<file path="config.mk">
export PLATFORM = sky130hd
export DESIGN_NAME = pipe_pal_sched
export DESIGN_NICKNAME = d
export VERILOG_FILES = /design/src/rtl/pipe_pal_sched.sv
export SDC_FILE = /design/constraint.sdc
export NUM_CORES = 1
export LEC_CHECK = 0
export BUFFER_PORTS_ARGS = -buffer_cell sky130_fd_sc_hd__buf_2
export CORE_AREA = 2 2 157 159
export CTS_CLUSTER_SIZE = 30
export DETAILED_ROUTE_END_ITERATION = 7
export DIE_AREA = 0 0 159 161
export PLACE_DENSITY_LB_ADDON = 0.1
export SETUP_SLACK_MARGIN = 0.02
export SLEW_MARGIN = 10
export SYNTH_ARGS = -nofsm -noshare
export SYNTH_HDL_FRONTEND = slang
export SYNTH_SLANG_ARGS = --single-unit
export TNS_END_PERCENT = 30
</file>
<file path="constraint.sdc">
create_clock -name i_clk -period 2.7 [get_ports i_clk]
set_input_delay 0.405 -clock i_clk [delete_from_list [all_inputs] [get_ports i_clk]]
set_output_delay 0.405 -clock i_clk [all_outputs]
set_load 0.02 [all_outputs]
</file>
<file path="src/rtl/pipe_pal_sched.sv">
// Round-robin scheduler sharing one add/accumulate datapath among N_REQ requesters, with
// per-requester in-flight tracking, tagged response routing and a pause/drain quiesce sequence.
module pipe_pal_sched #(
  parameter int unsigned N_REQ   = 4,
  parameter int unsigned W_DATA  = 32,
  parameter int unsigned MAX_OUT = 3,
  localparam int unsigned W_ID   = $clog2(N_REQ),
  localparam int unsigned W_CNT  = $clog2(MAX_OUT + 1)
) (
  input  logic                      i_clk,
  input  logic                      resetn,
  input  logic                      i_pause,
  input  logic [N_REQ-1:0]          i_req_valid,
  input  logic [N_REQ*W_DATA-1:0]   i_req_a,
  input  logic [N_REQ*W_DATA-1:0]   i_req_b,
  output logic [N_REQ-1:0]          o_req_ready,
  output logic                      o_op_valid,
  output logic [W_DATA-1:0]         o_op_a,
  output logic [W_DATA-1:0]         o_op_b,
  output logic [W_ID-1:0]           o_op_id,
  input  logic                      i_op_ready,
  input  logic                      i_rsp_valid,
  input  logic [W_ID-1:0]           i_rsp_id,
  input  logic [W_DATA-1:0]         i_rsp_data,
  output logic [N_REQ-1:0]          o_rsp_valid,
  output logic [W_DATA-1:0]         o_rsp_data,
  output logic [1:0]                o_state,
  output logic                      o_idle,
  output logic                      o_err
);

  typedef enum logic [1:0] {StRun = 2'd0, StDrain = 2'd1, StPaused = 2'd2} state_e;

  state_e              state_q;
  logic [W_ID-1:0]     rr_ptr_q;
  logic [W_CNT-1:0]    cnt_q [N_REQ];
  logic                op_valid_q;
  logic [W_DATA-1:0]   op_a_q;
  logic [W_DATA-1:0]   op_b_q;
  logic [W_ID-1:0]     op_id_q;
  logic [N_REQ-1:0]    rsp_valid_q;
  logic [W_DATA-1:0]   rsp_data_q;
  logic                err_q;

  logic [N_REQ-1:0]    eligible;
  logic [N_REQ-1:0]    grant;
  logic                any_grant;
  logic [W_ID-1:0]     winner;
  logic                cnt_zero;
  logic                rsp_in_range;
  logic                rsp_hit;
  logic                rsp_bad;

  // Tags can only be out of range when N_REQ is not a power of two.
  if (N_REQ == (1 << W_ID)) begin : g_full_range
    assign rsp_in_range = 1'b1;
  end else begin : g_part_range
    assign rsp_in_range = (i_rsp_id < W_ID'(N_REQ));
  end

  assign rsp_hit = i_rsp_valid && rsp_in_range;
  assign rsp_bad = i_rsp_valid && (!rsp_in_range || (cnt_q[i_rsp_id] == '0));

  always_comb begin
    cnt_zero = 1'b1;
    for (int i = 0; i < N_REQ; i++) begin
      eligible[i] = i_req_valid[i] && (cnt_q[i] < W_CNT'(MAX_OUT));
      if (cnt_q[i] != '0) cnt_zero = 1'b0;
    end
  end

  always_comb begin
    int unsigned idx;
    idx       = 0;
    any_grant = 1'b0;
    winner    = '0;
    for (int k = 0; k < N_REQ; k++) begin
      idx = (int'(rr_ptr_q) + k) % N_REQ;
      if (!any_grant && eligible[idx]) begin
        any_grant = 1'b1;
        winner    = W_ID'(idx);
      end
    end
    // The slot may refill in the same cycle the datapath takes the current op.
    any_grant = any_grant && (state_q == StRun) && (!op_valid_q || i_op_ready);
    grant     = '0;
    if (any_grant) grant[winner] = 1'b1;
  end

  always_ff @(posedge i_clk) begin
    if (!resetn) begin
      state_q     <= StRun;
      rr_ptr_q    <= '0;
      op_valid_q  <= 1'b0;
      op_a_q      <= '0;
      op_b_q      <= '0;
      op_id_q     <= '0;
      rsp_valid_q <= '0;
      rsp_data_q  <= '0;
      err_q       <= 1'b0;
      for (int i = 0; i < N_REQ; i++) cnt_q[i] <= '0;
    end else begin
      unique case (state_q)
        StRun:    if (i_pause) state_q <= StDrain;
        StDrain: begin
          if (!i_pause)                     state_q <= StRun;
          else if (!op_valid_q && cnt_zero) state_q <= StPaused;
        end
        StPaused: if (!i_pause) state_q <= StRun;
        default:  state_q <= StRun;
      endcase

      if (any_grant) begin
        op_valid_q <= 1'b1;
        op_a_q     <= i_req_a[int'(winner)*W_DATA +: W_DATA];
        op_b_q     <= i_req_b[int'(winner)*W_DATA +: W_DATA];
        op_id_q    <= winner;
        rr_ptr_q   <= (winner == W_ID'(N_REQ - 1)) ? '0 : winner + 1'b1;
      end else if (i_op_ready) begin
        op_valid_q <= 1'b0;
      end

      // A response against a zero counter is flagged and never underflows.
      for (int i = 0; i < N_REQ; i++) begin
        logic dec;
        dec = rsp_hit && (i_rsp_id == W_ID'(i)) && (cnt_q[i] != '0);
        if (grant[i] && !dec)      cnt_q[i] <= cnt_q[i] + 1'b1;
        else if (dec && !grant[i]) cnt_q[i] <= cnt_q[i] - 1'b1;
      end

      rsp_valid_q <= '0;
      if (rsp_hit) rsp_valid_q[i_rsp_id] <= 1'b1;
      if (i_rsp_valid) rsp_data_q <= i_rsp_data;
      if (rsp_bad) err_q <= 1'b1;
    end
  end

  assign o_req_ready = grant;
  assign o_op_valid  = op_valid_q;
  assign o_op_a      = op_a_q;
  assign o_op_b      = op_b_q;
  assign o_op_id     = op_id_q;
  assign o_rsp_valid = rsp_valid_q;
  assign o_rsp_data  = rsp_data_q;
  assign o_state     = state_q;
  assign o_idle      = !op_valid_q && cnt_zero;
  assign o_err       = err_q;

endmodule

</file>
==> Word-level counts from Yosys, hierarchy flattened <==
Memory sizes are Yosys's and may differ from the RTL's.
Cells that the tools add are included.
W data, S select, Z words.
{ "totals": {"register_bits": 108, "latchBits": 0, "ram_bits": 8, "romBits": 0, "inputBits": 299, "wordCells": 175, "n_memories": 1} }
{ "mem_list": {"columns": ["memory", "words", "width", "read_ports", "rd_ports_with_merged_regs", "write_ports", "line_no", "rtl"], "rows": [
  ["cnt_q", 4, 2, 5, 0, 4, "36", "logic [W_CNT-1:0] cnt_q [N_REQ];"]
]} }
{ "classes": {"addsub": 12, "multipliers": 0, "div_mod_pow": 0, "magnitude_cmp": 12, "eq_ne": 9, "shifts": 2, "n_mux": 70, "bitwise_logic": 8, "reduce_logical": 52} }
{ "op_table": {"columns": ["cell", "count"], "rows": [
  ["$shiftx A128 B8 Y32", 2],
  ["$mux W1", 45],
  ["$mux W2", 17],
  ["$logic_and A1 B1 Y1", 29],
  ["$lt A2 B3 Y1 const B", 6],
  ["$add A2 B1 Y2 const B", 6],
  ["$logic_not A1 Y1", 12],
  ["$reduce_bool A2 Y1", 5],
  ["$bmux W1 S2", 4],
  ["$eq A2 B2 Y1 const B", 4],
  ["$lt A2 B2 Y1 const B", 4],
  ["$or A1 B1 Y1", 8],
  ["$sub A2 B1 Y2 const B", 4],
  ["$logic_not A2 Y1", 3],
  ["$pmux W2 S3", 1],
  ["$add A2 B2 Y2 const B", 2],
  ["$demux W1 S2", 2],
  ["$eq A2 B1 Y1 const B", 2],
  ["$ge A2 B1 Y1 const B", 2],
  ["$mux W4", 1],
  ["$ne A2 B2 Y1 const B", 2],
  ["$ne A3 B3 Y1 const B", 1],
  ["$reduce_and A3 Y1", 1],
  ["$reduce_and A2 Y1", 1],
  ["$logic_or A1 B1 Y1", 1]
]} }

==> Depth between registers and ports, before layout <==
An unclocked memory read counts as a cell.
{ "depth": {"ltp_word": 27, "ltp_mapped": 13, "mapped_depth_nobuf": 10} }

==> Worst setup path before layout <==
Ideal clock, no wire load.
{ "synth_path": {"path_type": "reg2reg", "from": "memory cnt_q[3][0] (netlist bit)", "to": "memory cnt_q[3][0] (netlist bit), enable pin", "arrival_ps": 2284, "required_time_ps": 2435, "path_slack_ps": 152, "path_stages_with_launch": 14, "n_path_buf": 3, "path_cell_list": "edfxtp_1 > ha_1 > nor2b_1 > o21ai_0 > nand2_1 > nand2_1 > inv_2 > buf_2 > buf_2 > ha_1 > and3_4 > buf_6 > xor2_1 > nand2_1"} }
{ "synth_rtl": {"columns": ["element", "line_no"], "rows": [
  ["start, declared", "36"]
]} }

==> impl_metrics.tcl <==
set metrics [dict create \
    outcome "complete, no violations" \
    die_area_um2 25600 \
    drt_iter0_markers 276 \
    start_kind "flip-flop" \
    place_area_um2 8410 \
    crit_required_ps 2300 \
    synth-seq-cells 116 \
    start_util_pct 24.7 \
    cts_root_buf "clkbuf_16" \
    ir_drop_mv 0.379 \
    crit_arrival_ps 2170 \
    grt_max_degree 58 \
    cts.clk_slew.worst_paths_ps 60 \
    vias 6099 \
    syn_to_final_growth_pct 55.1 \
    setup_viol 0 \
    critPathKind "reg2out" \
    finalCriticalPeriod_ps 2580 \
    synth_edf_count 8 \
    async_flop_share_pct 0 \
    synth_area_um2 5930 \
    grt_pass1_vias 6133 \
    syn_avg_cell_area_um2 10.0 \
    skew_ps 13.0 \
    cts_num_sinks 116 \
    synth_top_area_cell "dfxtp_1" \
    sequentialPowerShare_pct 31.7 \
    drc 0 \
    final_cells 1353 \
    grt_pass1_wl_um 34600 \
    grt_overflow 0 \
    num_rows 57 \
    syn_inst 593 \
    routed_wl_um 23500 \
    fin_area_um2 9200 \
    clk_latency_ps 420 \
    nets 1317 \
    synth-compound-area-share_pct 12.8 \
    post-route-util_pct 38.4 \
    cp_slowest_stage_delay_ps 440 \
    hp-class "in2reg" \
    min_to "o_rsp_data[21]$_SDFFE_PN0P_" \
    slew_headroom_pct 62.7 \
    numCtsBuffers 17 \
    p_int_mw 4.49 \
    path_cells "a21boi_4 -> mux2i_1 -> o221a_2 -> inv_2 -> ha_1 -> and3_4 -> buf_4" \
    pwr-share-clk_pct 36.3 \
    hold_buffers 0 \
    synthXorXnorAreaFrac_pct 0.886 \
    drtPass1Iterations 4 \
    path_buf_inv 2 \
    drv_slew 0 \
    switching_share_pct 33.5 \
    tightest_slew_ps 559 \
    ys_warn_count 0 \
    hold_start "i_rsp_data[21]" \
    port_buffers 409 \
    core-area_um2 24000 \
    worstPathMaxFanout 5 \
    synthSimpleGateAreaFrac_pct 12.1 \
    post-route-period-util_pct 95.5 \
    io_pins 410 \
    cts_buffer_depth 2 \
    end_kind "output port" \
    cts_tree "yes" \
    synth_most_common_cell "mux2i_1" \
    antenna_found_initial 4 \
    r2r_slack_ps 350 \
    path_delay_family "compound AO/OA/AOI/OAI gates" \
    gp_congestion 0.853 \
    ant_nets 0 \
    pwr-share-comb_pct 32.0 \
    synth-main-ff-cell "dfxtp_1" \
    post_drt_wl_per_cell_um 17.3 \
    fmax_mhz 388 \
    layout-drive-gt1-share_pct 48.7 \
    synth-adder-area-share_pct 1.27 \
    hold_viol_final 0 \
    die_y_um 161 \
    reg2reg_to "o_op_b[21]$_SDFFE_PN0P_" \
    dp.cells 1302 \
    htree_levels 4 \
    worstReg2RegStart "cnt_q[2][0]$_SDFFCE_PN0P_" \
    synthTopCellsByCount "163 x mux2i_1, 108 x dfxtp_1, 76 x nand2_1" \
    syn_nets 898 \
    synthTopCellsByArea "dfxtp_1 36%, mux2i_1 28%, o221ai_1 9.5%, nand2_1 4.8%, edfxtp_1 4.1%" \
    whs_path_depth 3 \
    ys_types 45 \
    die_w_um 159 \
    hpwl_um 17900 \
    yosysSeqAreaShare_pct 40.5 \
    power_density_nw_per_um2 734 \
    rsz0062_at_grt "yes" \
    leakage_nw 4.55 \
    rr_worst_depth 8 \
    synth_mux_area_share_pct 27.9 \
    grt_use_total_pct 17.6 \
    switchingPower_mw 2.26 \
    max_cap_violations 0 \
    crit_slowest_cell "edfxtp_1" \
    via_per_inst 4.51 \
    synth_top_area_share_pct 36.5 \
    synth_top_family_by_area "multiplexers" \
]
==> logic make-up after synthesis <==
group	count (synthesis)
muxes	164
and+or+nand+nor	159
DFF	116
AOI/OAI and AO/OA	88
buffers and inverters	54
xor gates and xnor gates	6
adders and majority gates	6
==> power groups by stage <==
stage	sequential [mW]	combinational [mW]	clock [mW]
floorplan	2.45	1.02	0
global placement	2.18	2.13	0
detailed placement	2.18	2.11	0
CTS	2.14	2.14	2.51
global route	2.17	2.32	2.59
finish	2.14	2.16	2.45
==> layer usage <==
layer	GRT usage [%]	up-vias	share of wire, %
li1	-	3034	-
met3	4.03	23	5.5
met5	0	-	0
met1	20.4	2803	41
met4	6.57	0	1.8
met2	31.5	239	52
==> area by class of cell <==
type | instances | area (um2)
Inverter | 9 | 38.8
Clock inverter | 13 | 170
Antenna cell | 4 | 10.0
Fill cell | 2514 | 14800
Tap cell | 324 | 405
Timing Repair Buffer | 445 | 2410
Clock buffer | 19 | 464
Sequential cell | 116 | 2400
Multi-Input combinational cell | 423 | 3300
==> layout by cell type, fill, tap and decap left out, types with 2 or more instances in the layout <==
cell type / instances
nand3b_1: 2
bufinv_16: 3
or3_1: 4
nand3_2: 2
a21oi_1: 6
mux2i_1: 163
inv_6: 4
nand4_1: 3
o221a_2: 2
ha_1: 6
nand3_4: 2
nor3_1: 5
buf_4: 30
clkinvlp_4: 3
buf_2: 408
xnor2_1: 3
nor2_1: 44
xor2_1: 3
nand2b_1: 6
a21boi_2: 2
clkinv_4: 3
inv_1: 6
o221ai_1: 64
nand3_1: 5
and3_4: 2
diode_2: 4
nand2_1: 75
clkbuf_16: 18
dfxtp_1: 108
edfxtp_1: 8
inv_2: 2
o22ai_1: 3
buf_12: 7
==> worst max-delay path by stage <==
stage	to	cells past startpoint	slack [ps]	start
after global routing	o_req_ready[2]	8	-10	cnt_q[2][0]$_SDFFCE_PN0P_
after global placement	o_op_b[22]$_SDFFE_PN0P_	10	250	cnt_q[3][0]$_DFFE_PP_
after CTS	o_req_ready[2]	8	20	cnt_q[0][1]$_SDFFCE_PN0P_
after floorplan	cnt_q[3][0]$_DFFE_PP_	13	150	cnt_q[3][0]$_DFFE_PP_
final	o_req_ready[0]	7	120	cnt_q[0][1]$_SDFFCE_PN0P_
after detailed placement	o_op_b[22]$_SDFFE_PN0P_	10	250	cnt_q[3][0]$_DFFE_PP_
==> timing repair <==
| action | CTS | global route |
|---|---|---|
| setup buffers | 4 | 11 |
| cloned | 0 | 0 |
| gates resized for setup | 3 | 6 |
| endpoints found under the setup margin | 4 | 4 |
| pin swaps | 2 | 1 |
==> metrics by stage <==
stage	worst slack (ps)	TNS, ps	hold WS [ps]	power, mW
finish	121	0	217	6.75
detailed placement	249	0	441	4.29
global placement	246	0	438	4.30
floorplan	152	0	547	3.47
CTS	16.7	0	194	6.79
global route	-14.2	-27.3	211	7.08
==> worst register-to-register path, stage by stage (launching register included) <==
cell and delay, ps:
edfxtp_1 400, a21boi_2 100, buf_4 140, buf_4 120, o41a_4 540, and2_1 280
nand3_4 220, buf_12 250, o221ai_1 180
==> registers in the layout (all words and copies together) (netlist names) <==
name         flops
o_op_a          32
o_op_b          32
o_rsp_data      32
cnt_q            8
o_rsp_valid      4
o_op_id          2
o_state          2
rr_ptr_q         2
o_err            1
o_op_valid       1
(Power assumes the default switching activity.)
